[src/rtl/prog_loader_if.sv]
// Bus bundle between the program loader and its host/core environment.
// The loader takes the master view: it consumes the byte stream and the
// core's halt, and drives the instruction-RAM write port, the launch strobe
// and the status outputs. The slave view is the mirror for the environment.

interface prog_loader_if #(
    parameter int IW = 9,
    parameter int AW = 8
);
    logic          load_req;
    logic          byte_valid;
    logic [7:0]    byte_data;
    logic          byte_ready;
    logic          imem_we;
    logic [AW-1:0] imem_addr;
    logic [IW-1:0] imem_wdata;
    logic          start;
    logic          halt;
    logic          busy;
    logic          done;
    logic          err;
    logic [15:0]   cycle_count;

    modport master (
        input  load_req,
        input  byte_valid,
        input  byte_data,
        input  halt,
        output byte_ready,
        output imem_we,
        output imem_addr,
        output imem_wdata,
        output start,
        output busy,
        output done,
        output err,
        output cycle_count
    );

    modport slave (
        output load_req,
        output byte_valid,
        output byte_data,
        output halt,
        input  byte_ready,
        input  imem_we,
        input  imem_addr,
        input  imem_wdata,
        input  start,
        input  busy,
        input  done,
        input  err,
        input  cycle_count
    );
endinterface

[src/rtl/prog_loader.sv]
// Program loader: unpacks a length-prefixed byte stream into 9-bit
// instructions, writes them to instruction RAM, launches the core and
// measures how many cycles the core runs before it halts.
//
// Stream: first byte L announces L+1 words; each word is a low byte
// (inst[7:0]) followed by a high byte whose bit 0 is inst[8] and whose
// upper seven bits must be zero, otherwise the load aborts into ERR.
// All outputs except byte_ready come straight from flops so the RAM and
// core see glitch-free strobes; byte_ready is a pure state decode so a
// byte can be taken in the very first cycle of LEN/LO/HI.

module prog_loader #(
    parameter int IW        = 9,
    parameter int AW        = 8,
    parameter int START_CYC = 2
) (
    input  logic            CLK,
    input  logic            reset,
    prog_loader_if.master   bus
);

    localparam int SCW = (START_CYC > 1) ? $clog2(START_CYC) : 1;
    localparam logic [SCW-1:0] SC_LAST = SCW'(START_CYC - 1);

    typedef enum logic [3:0] {
        S_IDLE  = 4'd0,
        S_LEN   = 4'd1,
        S_LO    = 4'd2,
        S_HI    = 4'd3,
        S_WRITE = 4'd4,
        S_START = 4'd5,
        S_RUN   = 4'd6,
        S_DONE  = 4'd7,
        S_ERR   = 4'd8
    } state_t;

    // Run-length counter increments but sticks at all-ones instead of wrapping.
    function automatic logic [15:0] sat_inc16(input logic [15:0] v);
        logic [15:0] r;
        if (v == 16'hFFFF) begin
            r = v;
        end else begin
            r = v + 16'd1;
        end
        return r;
    endfunction

    // Control state
    state_t          state_q, state_d;
    logic [AW-1:0]   len_q, len_d;
    logic [AW-1:0]   ptr_q, ptr_d;
    logic [7:0]      lo_q, lo_d;
    logic            hi_q, hi_d;
    logic [SCW-1:0]  scnt_q, scnt_d;
    logic            run_first_q, run_first_d;
    logic [15:0]     cnt_q, cnt_d;

    // Registered outputs
    logic            we_q, we_d;
    logic [AW-1:0]   addr_q, addr_d;
    logic [IW-1:0]   wdata_q, wdata_d;
    logic            start_q, start_d;
    logic            busy_q, busy_d;
    logic            done_q, done_d;
    logic            err_q, err_d;

    logic            ready_s;
    logic            xfer_s;

    // Bytes are only accepted while parsing the stream header or a word.
    always_comb begin
        ready_s = 1'b0;
        case (state_q)
            S_LEN, S_LO, S_HI: ready_s = 1'b1;
            default:           ready_s = 1'b0;
        endcase
    end

    assign xfer_s = bus.byte_valid && ready_s;

    // Next-state and datapath decisions for the load / launch / run sequence.
    always_comb begin
        state_d     = state_q;
        len_d       = len_q;
        ptr_d       = ptr_q;
        lo_d        = lo_q;
        hi_d        = hi_q;
        scnt_d      = scnt_q;
        run_first_d = run_first_q;
        cnt_d       = cnt_q;

        case (state_q)
            S_IDLE, S_DONE, S_ERR: begin
                // A fresh load wipes the previous result and error.
                if (bus.load_req) begin
                    state_d = S_LEN;
                    ptr_d   = '0;
                    cnt_d   = 16'd0;
                end else begin
                    state_d = state_q;
                end
            end
            S_LEN: begin
                if (xfer_s) begin
                    len_d   = AW'(bus.byte_data);
                    state_d = S_LO;
                end else begin
                    state_d = S_LEN;
                end
            end
            S_LO: begin
                if (xfer_s) begin
                    lo_d    = bus.byte_data;
                    state_d = S_HI;
                end else begin
                    state_d = S_LO;
                end
            end
            S_HI: begin
                if (xfer_s) begin
                    if (bus.byte_data[7:1] != 7'd0) begin
                        state_d = S_ERR;
                    end else begin
                        hi_d    = bus.byte_data[0];
                        state_d = S_WRITE;
                    end
                end else begin
                    state_d = S_HI;
                end
            end
            S_WRITE: begin
                // The last word is the one whose index equals L, so the
                // pointer stops at 255 for a full 256-word image.
                if (ptr_q == len_q) begin
                    scnt_d  = '0;
                    state_d = S_START;
                end else begin
                    ptr_d   = ptr_q + AW'(1);
                    state_d = S_LO;
                end
            end
            S_START: begin
                if (scnt_q == SC_LAST) begin
                    run_first_d = 1'b1;
                    state_d     = S_RUN;
                end else begin
                    scnt_d  = scnt_q + SCW'(1);
                    state_d = S_START;
                end
            end
            S_RUN: begin
                run_first_d = 1'b0;
                if (bus.halt) begin
                    if (run_first_q) begin
                        cnt_d = 16'd0;
                    end else begin
                        cnt_d = cnt_q;
                    end
                    state_d = S_DONE;
                end else begin
                    if (run_first_q) begin
                        cnt_d = 16'd1;
                    end else begin
                        cnt_d = sat_inc16(cnt_q);
                    end
                    state_d = S_RUN;
                end
            end
            default: begin
                state_d = S_IDLE;
            end
        endcase
    end

    // Moore outputs are derived from the upcoming state so they are valid
    // from the first cycle of that state and come from flops.
    always_comb begin
        we_d    = (state_d == S_WRITE);
        start_d = (state_d == S_START);
        done_d  = (state_d == S_DONE);
        err_d   = (state_d == S_ERR);
        busy_d  = !((state_d == S_IDLE) || (state_d == S_DONE) || (state_d == S_ERR));
        if (we_d) begin
            addr_d  = ptr_d;
            wdata_d = IW'({hi_d, lo_d});
        end else begin
            addr_d  = '0;
            wdata_d = '0;
        end
    end

    // Control state registers; reset returns to IDLE at once.
    always_ff @(posedge CLK or posedge reset) begin
        if (reset) begin
            state_q     <= S_IDLE;
            len_q       <= '0;
            ptr_q       <= '0;
            lo_q        <= 8'd0;
            hi_q        <= 1'b0;
            scnt_q      <= '0;
            run_first_q <= 1'b0;
            cnt_q       <= 16'd0;
        end else begin
            state_q     <= state_d;
            len_q       <= len_d;
            ptr_q       <= ptr_d;
            lo_q        <= lo_d;
            hi_q        <= hi_d;
            scnt_q      <= scnt_d;
            run_first_q <= run_first_d;
            cnt_q       <= cnt_d;
        end
    end

    // Output registers; reset kills any write or launch strobe immediately.
    always_ff @(posedge CLK or posedge reset) begin
        if (reset) begin
            we_q    <= 1'b0;
            addr_q  <= '0;
            wdata_q <= '0;
            start_q <= 1'b0;
            busy_q  <= 1'b0;
            done_q  <= 1'b0;
            err_q   <= 1'b0;
        end else begin
            we_q    <= we_d;
            addr_q  <= addr_d;
            wdata_q <= wdata_d;
            start_q <= start_d;
            busy_q  <= busy_d;
            done_q  <= done_d;
            err_q   <= err_d;
        end
    end

    assign bus.byte_ready  = ready_s;
    assign bus.imem_we     = we_q;
    assign bus.imem_addr   = addr_q;
    assign bus.imem_wdata  = wdata_q;
    assign bus.start       = start_q;
    assign bus.busy        = busy_q;
    assign bus.done        = done_q;
    assign bus.err         = err_q;
    assign bus.cycle_count = cnt_q;

endmodule

[src/flat_wrapper.sv]
// flat-port wrapper written by rule: the top's interface ports become plain ports
module prog_loader_flat 
#(
    parameter int IW        = 9,
    parameter int AW        = 8,
    parameter int START_CYC = 2
)
  (CLK, reset, bus_load_req, bus_byte_valid, bus_byte_data, bus_halt, bus_byte_ready, bus_imem_we, bus_imem_addr, bus_imem_wdata, bus_start, bus_busy, bus_done, bus_err, bus_cycle_count);
  prog_loader_if #(.IW(IW), .AW(AW)) bus_i ();
  input  logic CLK;
  input  logic reset;
  input wire logic [$bits(bus_i.load_req)-1:0] bus_load_req;
  input wire logic [$bits(bus_i.byte_valid)-1:0] bus_byte_valid;
  input wire logic [$bits(bus_i.byte_data)-1:0] bus_byte_data;
  input wire logic [$bits(bus_i.halt)-1:0] bus_halt;
  output wire logic [$bits(bus_i.byte_ready)-1:0] bus_byte_ready;
  output wire logic [$bits(bus_i.imem_we)-1:0] bus_imem_we;
  output wire logic [$bits(bus_i.imem_addr)-1:0] bus_imem_addr;
  output wire logic [$bits(bus_i.imem_wdata)-1:0] bus_imem_wdata;
  output wire logic [$bits(bus_i.start)-1:0] bus_start;
  output wire logic [$bits(bus_i.busy)-1:0] bus_busy;
  output wire logic [$bits(bus_i.done)-1:0] bus_done;
  output wire logic [$bits(bus_i.err)-1:0] bus_err;
  output wire logic [$bits(bus_i.cycle_count)-1:0] bus_cycle_count;
  assign bus_i.load_req = bus_load_req;
  assign bus_i.byte_valid = bus_byte_valid;
  assign bus_i.byte_data = bus_byte_data;
  assign bus_i.halt = bus_halt;
  assign bus_byte_ready = bus_i.byte_ready;
  assign bus_imem_we = bus_i.imem_we;
  assign bus_imem_addr = bus_i.imem_addr;
  assign bus_imem_wdata = bus_i.imem_wdata;
  assign bus_start = bus_i.start;
  assign bus_busy = bus_i.busy;
  assign bus_done = bus_i.done;
  assign bus_err = bus_i.err;
  assign bus_cycle_count = bus_i.cycle_count;
  prog_loader #(.IW(IW), .AW(AW), .START_CYC(START_CYC)) u_core (.CLK(CLK), .reset(reset), .bus(bus_i));
endmodule
[config.mk]
export PLATFORM = sky130hd
export DESIGN_NAME = prog_loader_flat
export DESIGN_NICKNAME = d
export VERILOG_FILES = /design/src/rtl/prog_loader_if.sv /design/src/rtl/prog_loader.sv /design/src/flat_wrapper.sv
export SDC_FILE = /design/constraint.sdc
export NUM_CORES = 1
export LEC_CHECK = 0
export CAP_MARGIN = 20
export CORE_MARGIN = 2
export CORE_UTILIZATION = 53
export CTS_CLUSTER_SIZE = 25
export DETAILED_ROUTE_END_ITERATION = 12
export GPL_TIMING_DRIVEN = 1
export PLACE_DENSITY = 0.77
export SLEW_MARGIN = 20
export SYNTH_ARGS = -nofsm -noshare
export SYNTH_HDL_FRONTEND = slang
export SYNTH_SLANG_ARGS = --single-unit
[constraint.sdc]
create_clock -name CLK -period 2.6 [get_ports CLK]
set_input_delay 0.26 -clock CLK [delete_from_list [all_inputs] [get_ports CLK]]
set_output_delay 0.26 -clock CLK [all_outputs]
set_load 0.05 [all_outputs]
==> summary.txt <==
ROUTING
----------------------------------------------------------------------------------
Wire per inst .......................................................      15.4 um
WL final ............................................................      6980 um
Detailed route wirelength on metal3 .................................       345 um
Router iterations before antenna repair .............................            4
Wire length on met2 .................................................      3360 um
Number of vias per cell .............................................         5.84
Top metal layer carrying routed signals .............................         met4
DR DRC count ........................................................            0
DRT antenna net count ...............................................            0
Detailed router's first-iteration violation count ...................          209
Post-Route M1 WL ....................................................      3110 um
Count of vias placed by the detailed router .........................         2639

FLOORPLAN
----------------------------------------------------------------------------------
Area enclosed by the die boundary ...................................  0.00671 mm2
Die width ...........................................................      81.9 um
Cell Rows ...........................................................           28
Count of boundary I/O pins ..........................................           52
Die Ht ..............................................................      81.9 um
Area of the core ....................................................  0.00589 mm2
Starting density of the core ........................................        54.6%

SETUP PATH
----------------------------------------------------------------------------------
Critical path's slowest cell ........................................ sky130_fd_sc_hd__clkdlybuf4s50_1
Critical-path maximum fanout ........................................           13
Critical register-to-register path startpoint ....................... u_core.bus.cycle_count[0]
Logic depth of the worst register-to-register path ..................            7
Number of buffer and inverter instances along the worst setup path ..            1
WP data required ....................................................      2.34 ns
Sort of element at the end of the critical path .....................  output port
Setup crit start kind ...............................................         flop
List of cells traversed by the critical path ........................ nor2_1, nor3_1, clkdlybuf4s50_1
Startpoint-to-endpoint class of the critical path ...................   reg -> out
Reg2Reg Capture Point ............................................... u_core.bus.cycle_count[11]
Critical Path Max Stage Delay .......................................      0.72 ns
Delay-heaviest family, CP ........................................... buffers and inverters
Arr. time, crit path ................................................      2.15 ns
FF-to-FF setup slack ................................................      0.25 ns

TIMING
----------------------------------------------------------------------------------
Setup repair after global routing missed its margin .................           no
Setup TNS ...........................................................         0 ns
Worst hold margin ...................................................     0.257 ns
Final cycle utilization of the critical path ........................        92.9%
Maximum achievable frequency ........................................      414 MHz
Number of setup violations in the final report ......................            0
Actual transition at the worst max-transition pin ...................     0.526 ns
Post-route minimum period ...........................................      2.41 ns
Total count of hold-check failures in the final report ..............            0
Worst setup margin ..................................................     0.186 ns
Final number of max-transition violations ...........................            0
Worst-case clock skew ...............................................    0.0125 ns
Slew headroom .......................................................        64.5%

GRT
----------------------------------------------------------------------------------
Vias in the first global route ......................................         2525
GR Overflow Total ...................................................            0
Number of antenna violations at the first check in global routing ...            0
Global-route wire length before repair ..............................     11700 um
Largest net degree at the start of global routing ...................           45
Aggregate global-route resource usage ...............................        23.2%

PLACED DESIGN
----------------------------------------------------------------------------------
Setup slack at placement ............................................    0.0992 ns
Number of cells after detailed placement ............................          436
DPL Wire Length .....................................................      5030 um
Global placement routability congestion .............................        0.851
Buffers on Ports ....................................................           51
Area of placed instances ............................................  0.00387 mm2

CELLS AND AREA
----------------------------------------------------------------------------------
Non-Filler Cell Area, Final .........................................  0.00407 mm2
Number of nets in the layout ........................................          387
Post-route core utilization .........................................        69.2%
Final instance count without filler cells ...........................          452
Reg area ............................................................  0.00170 mm2
Area added between synthesis and finish .............................        26.6%
Multi-input combinational cell area .................................  0.00144 mm2
Number of antenna cells inserted ....................................            0
Layout fillers ......................................................          463
Share of final-layout standard cells stronger than drive strength 1 .        14.1%

CLOCK TREE
----------------------------------------------------------------------------------
TritonCTS clock tree ................................................        built
Clock Tree Root ..................................................... sky130_fd_sc_hd__clkbuf_8
Clk slew on worst S/H paths .........................................      0.08 ns
Post-CTS Setup Inserts ..............................................            0
Count of cells resized by post-cts repair ...........................            0
Clock sink count ....................................................           68
Number of CTS-inserted buffers ......................................            9
Clock H-tree levels .................................................            3
Hold buffer count at CTS ............................................            0
Bufs on Longest Clock Path ..........................................            2
Source-to-sink clock delay at the later pin of the worst-skew pair ..      0.36 ns

SYNTHESIS
----------------------------------------------------------------------------------
Synth Net Count .....................................................          326
Cell taking the most area after synthesis ........................... sky130_fd_sc_hd__dfrtp_1
Flops & latches, synth ..............................................           68
Async set-reset flop share out of synthesis .........................         100%
Number of flops mapped to enable cells by yosys .....................            0
Count of cell types in the netlist ..................................           50
Synth Area per Inst .................................................     10.3 um2
Predominant post-synthesis flop cell ................................ sky130_fd_sc_hd__dfrtp_1
Sequential-to-total area share from yosys stat ......................        52.9%
Mapped Area .........................................................  0.00322 mm2
Gate count after technology mapping .................................          311
Largest cells by area after synthesis ............................... sky130_fd_sc_hd__dfrtp_1, sky130_fd_sc_hd__mux2_2, sky130_fd_sc_hd__nand2_1, sky130_fd_sc_hd__a31oi_1, sky130_fd_sc_hd__and2_1
Portion of synthesized cell area occupied by the leading cell type ..        52.9%
Number of warning messages in the yosys log .........................            0

PWR
----------------------------------------------------------------------------------
IR Drop Worst-Case VDD ..............................................   0.000635 V
Power per cell area .................................................   764 mW/mm2
Static Leakage ......................................................      1.76 nW
PnR Total Power .....................................................      3.11 mW

HOLD PATH
----------------------------------------------------------------------------------
Hold Path Class .....................................................  in -> async

RUN STATUS
----------------------------------------------------------------------------------
Status .............................................................. complete, no violations

FLOW RUN
----------------------------------------------------------------------------------
Max-cap violation count .............................................            0

sequential cells by signal, summed over array words and instances, names as in the netlist:
signal,count
u_core.bus.imem_wdata,9
u_core.bus.imem_we,1
u_core.ptr_q,8
u_core.bus.done,1
u_core.bus.cycle_count,16
u_core.run_first_q,1
u_core.state_q,4
u_core.scnt_q,1
u_core.bus.busy,1
u_core.lo_q,8
u_core.bus.imem_addr,8
u_core.len_q,8
u_core.bus.start,1
u_core.bus.err,1
how the worst max path moves through the flow:
stage,from,end,slack (ns),depth (start not counted)
after floorplan,u_core.bus.cycle_count[0],u_core.bus.cycle_count[4],0.17,7
after global placement,bus_byte_data[3],u_core.bus.busy,0.15,7
after detailed placement,bus_byte_data[3],u_core.bus.busy,0.1,7
after CTS,u_core.state_q[0],bus_byte_ready,0.16,3
after global routing,u_core.state_q[0],bus_byte_ready,0.04,3
final,u_core.state_q[0],bus_byte_ready,0.19,3
layer usage:
layer / GRT usage (%) / vias up
met3: 6.15 / 20
met5: 0 / -
met4: 10.0 / 0
li1: - / 1254
met1: 30.8 / 1284
met2: 35.9 / 81
cell usage in the layout, fill, tap and decap left out, types with 15 or more instances in the layout:
cell / count
sky130_fd_sc_hd__mux2_2: 17
sky130_fd_sc_hd__and2_1: 15
sky130_fd_sc_hd__nor2_1: 18
sky130_fd_sc_hd__nand3_1: 16
sky130_fd_sc_hd__a31oi_1: 19
sky130_fd_sc_hd__dfrtp_1: 68
sky130_fd_sc_hd__clkdlybuf4s50_1: 51
sky130_fd_sc_hd__o21ai_0: 16
sky130_fd_sc_hd__nand2_1: 32
worst register-to-register path, cell delays in order (launching register included):
cell	delay [ns]
sky130_fd_sc_hd__dfrtp_1	0.41
sky130_fd_sc_hd__ha_1	0.24
sky130_fd_sc_hd__nand3_1	0.16
sky130_fd_sc_hd__nor4_1	0.43
sky130_fd_sc_hd__a41oi_1	0.27
sky130_fd_sc_hd__o21a_1	0.38
sky130_fd_sc_hd__buf_4	0.22
sky130_fd_sc_hd__a31oi_1	0.16
layout make-up:
type | instances | share of cell area, %
Inverter | 8 | 0.738
Clock buffer | 9 | 3.04
Clock inverter | 7 | 1.97
Tap cell | 75 | 2.31
Multi-Input combinational cell | 223 | 35.3
Timing Repair Buffer | 62 | 14.9
Sequential cell | 68 | 41.8
cells in the mapped netlist (3+ instances only):
| library cell | n |
|---|---|
| sky130_fd_sc_hd__a21o_1 | 5 |
| sky130_fd_sc_hd__and2_1 | 15 |
| sky130_fd_sc_hd__dfrtp_1 | 68 |
| sky130_fd_sc_hd__and3_1 | 4 |
| sky130_fd_sc_hd__a311oi_1 | 3 |
| sky130_fd_sc_hd__clkbuf_1 | 8 |
| sky130_fd_sc_hd__inv_1 | 8 |
| sky130_fd_sc_hd__buf_2 | 3 |
| sky130_fd_sc_hd__o21ai_0 | 16 |
| sky130_fd_sc_hd__nor4_1 | 3 |
| sky130_fd_sc_hd__nand2_1 | 32 |
| sky130_fd_sc_hd__o21a_1 | 3 |
| sky130_fd_sc_hd__nor3_1 | 7 |
| sky130_fd_sc_hd__a21oi_1 | 10 |
| sky130_fd_sc_hd__nand2b_1 | 7 |
| sky130_fd_sc_hd__a31oi_1 | 19 |
| sky130_fd_sc_hd__mux2_2 | 17 |
| sky130_fd_sc_hd__nor2_1 | 18 |
| sky130_fd_sc_hd__a41oi_1 | 5 |
| sky130_fd_sc_hd__nand3_1 | 16 |
| sky130_fd_sc_hd__xor2_1 | 8 |
| sky130_fd_sc_hd__or3_1 | 4 |
power by group:
group          leakage, nW  internal [mW]  switching, mW  total (mW)
clock network       0.0973          0.456          0.452       0.908
logic                0.757          0.364          0.447       0.810
registers            0.901           1.24          0.154        1.39
total                 1.76           2.06           1.05        3.11
cell families (layout without fill, tap and decap cells):
family | Yosys count | after routing | synth area share, %
simple gates | 120 | 120 | 19.4
fa+ha+maj | 2 | 2 | 0.778
compound gates | 75 | 75 | 16.0
mux | 18 | 18 | 6.26
flops | 68 | 68 | 52.9
xor+xnor | 8 | 8 | 2.18
buf+inv | 20 | 86 | 2.45
Power figures use the tool's default switching activity.
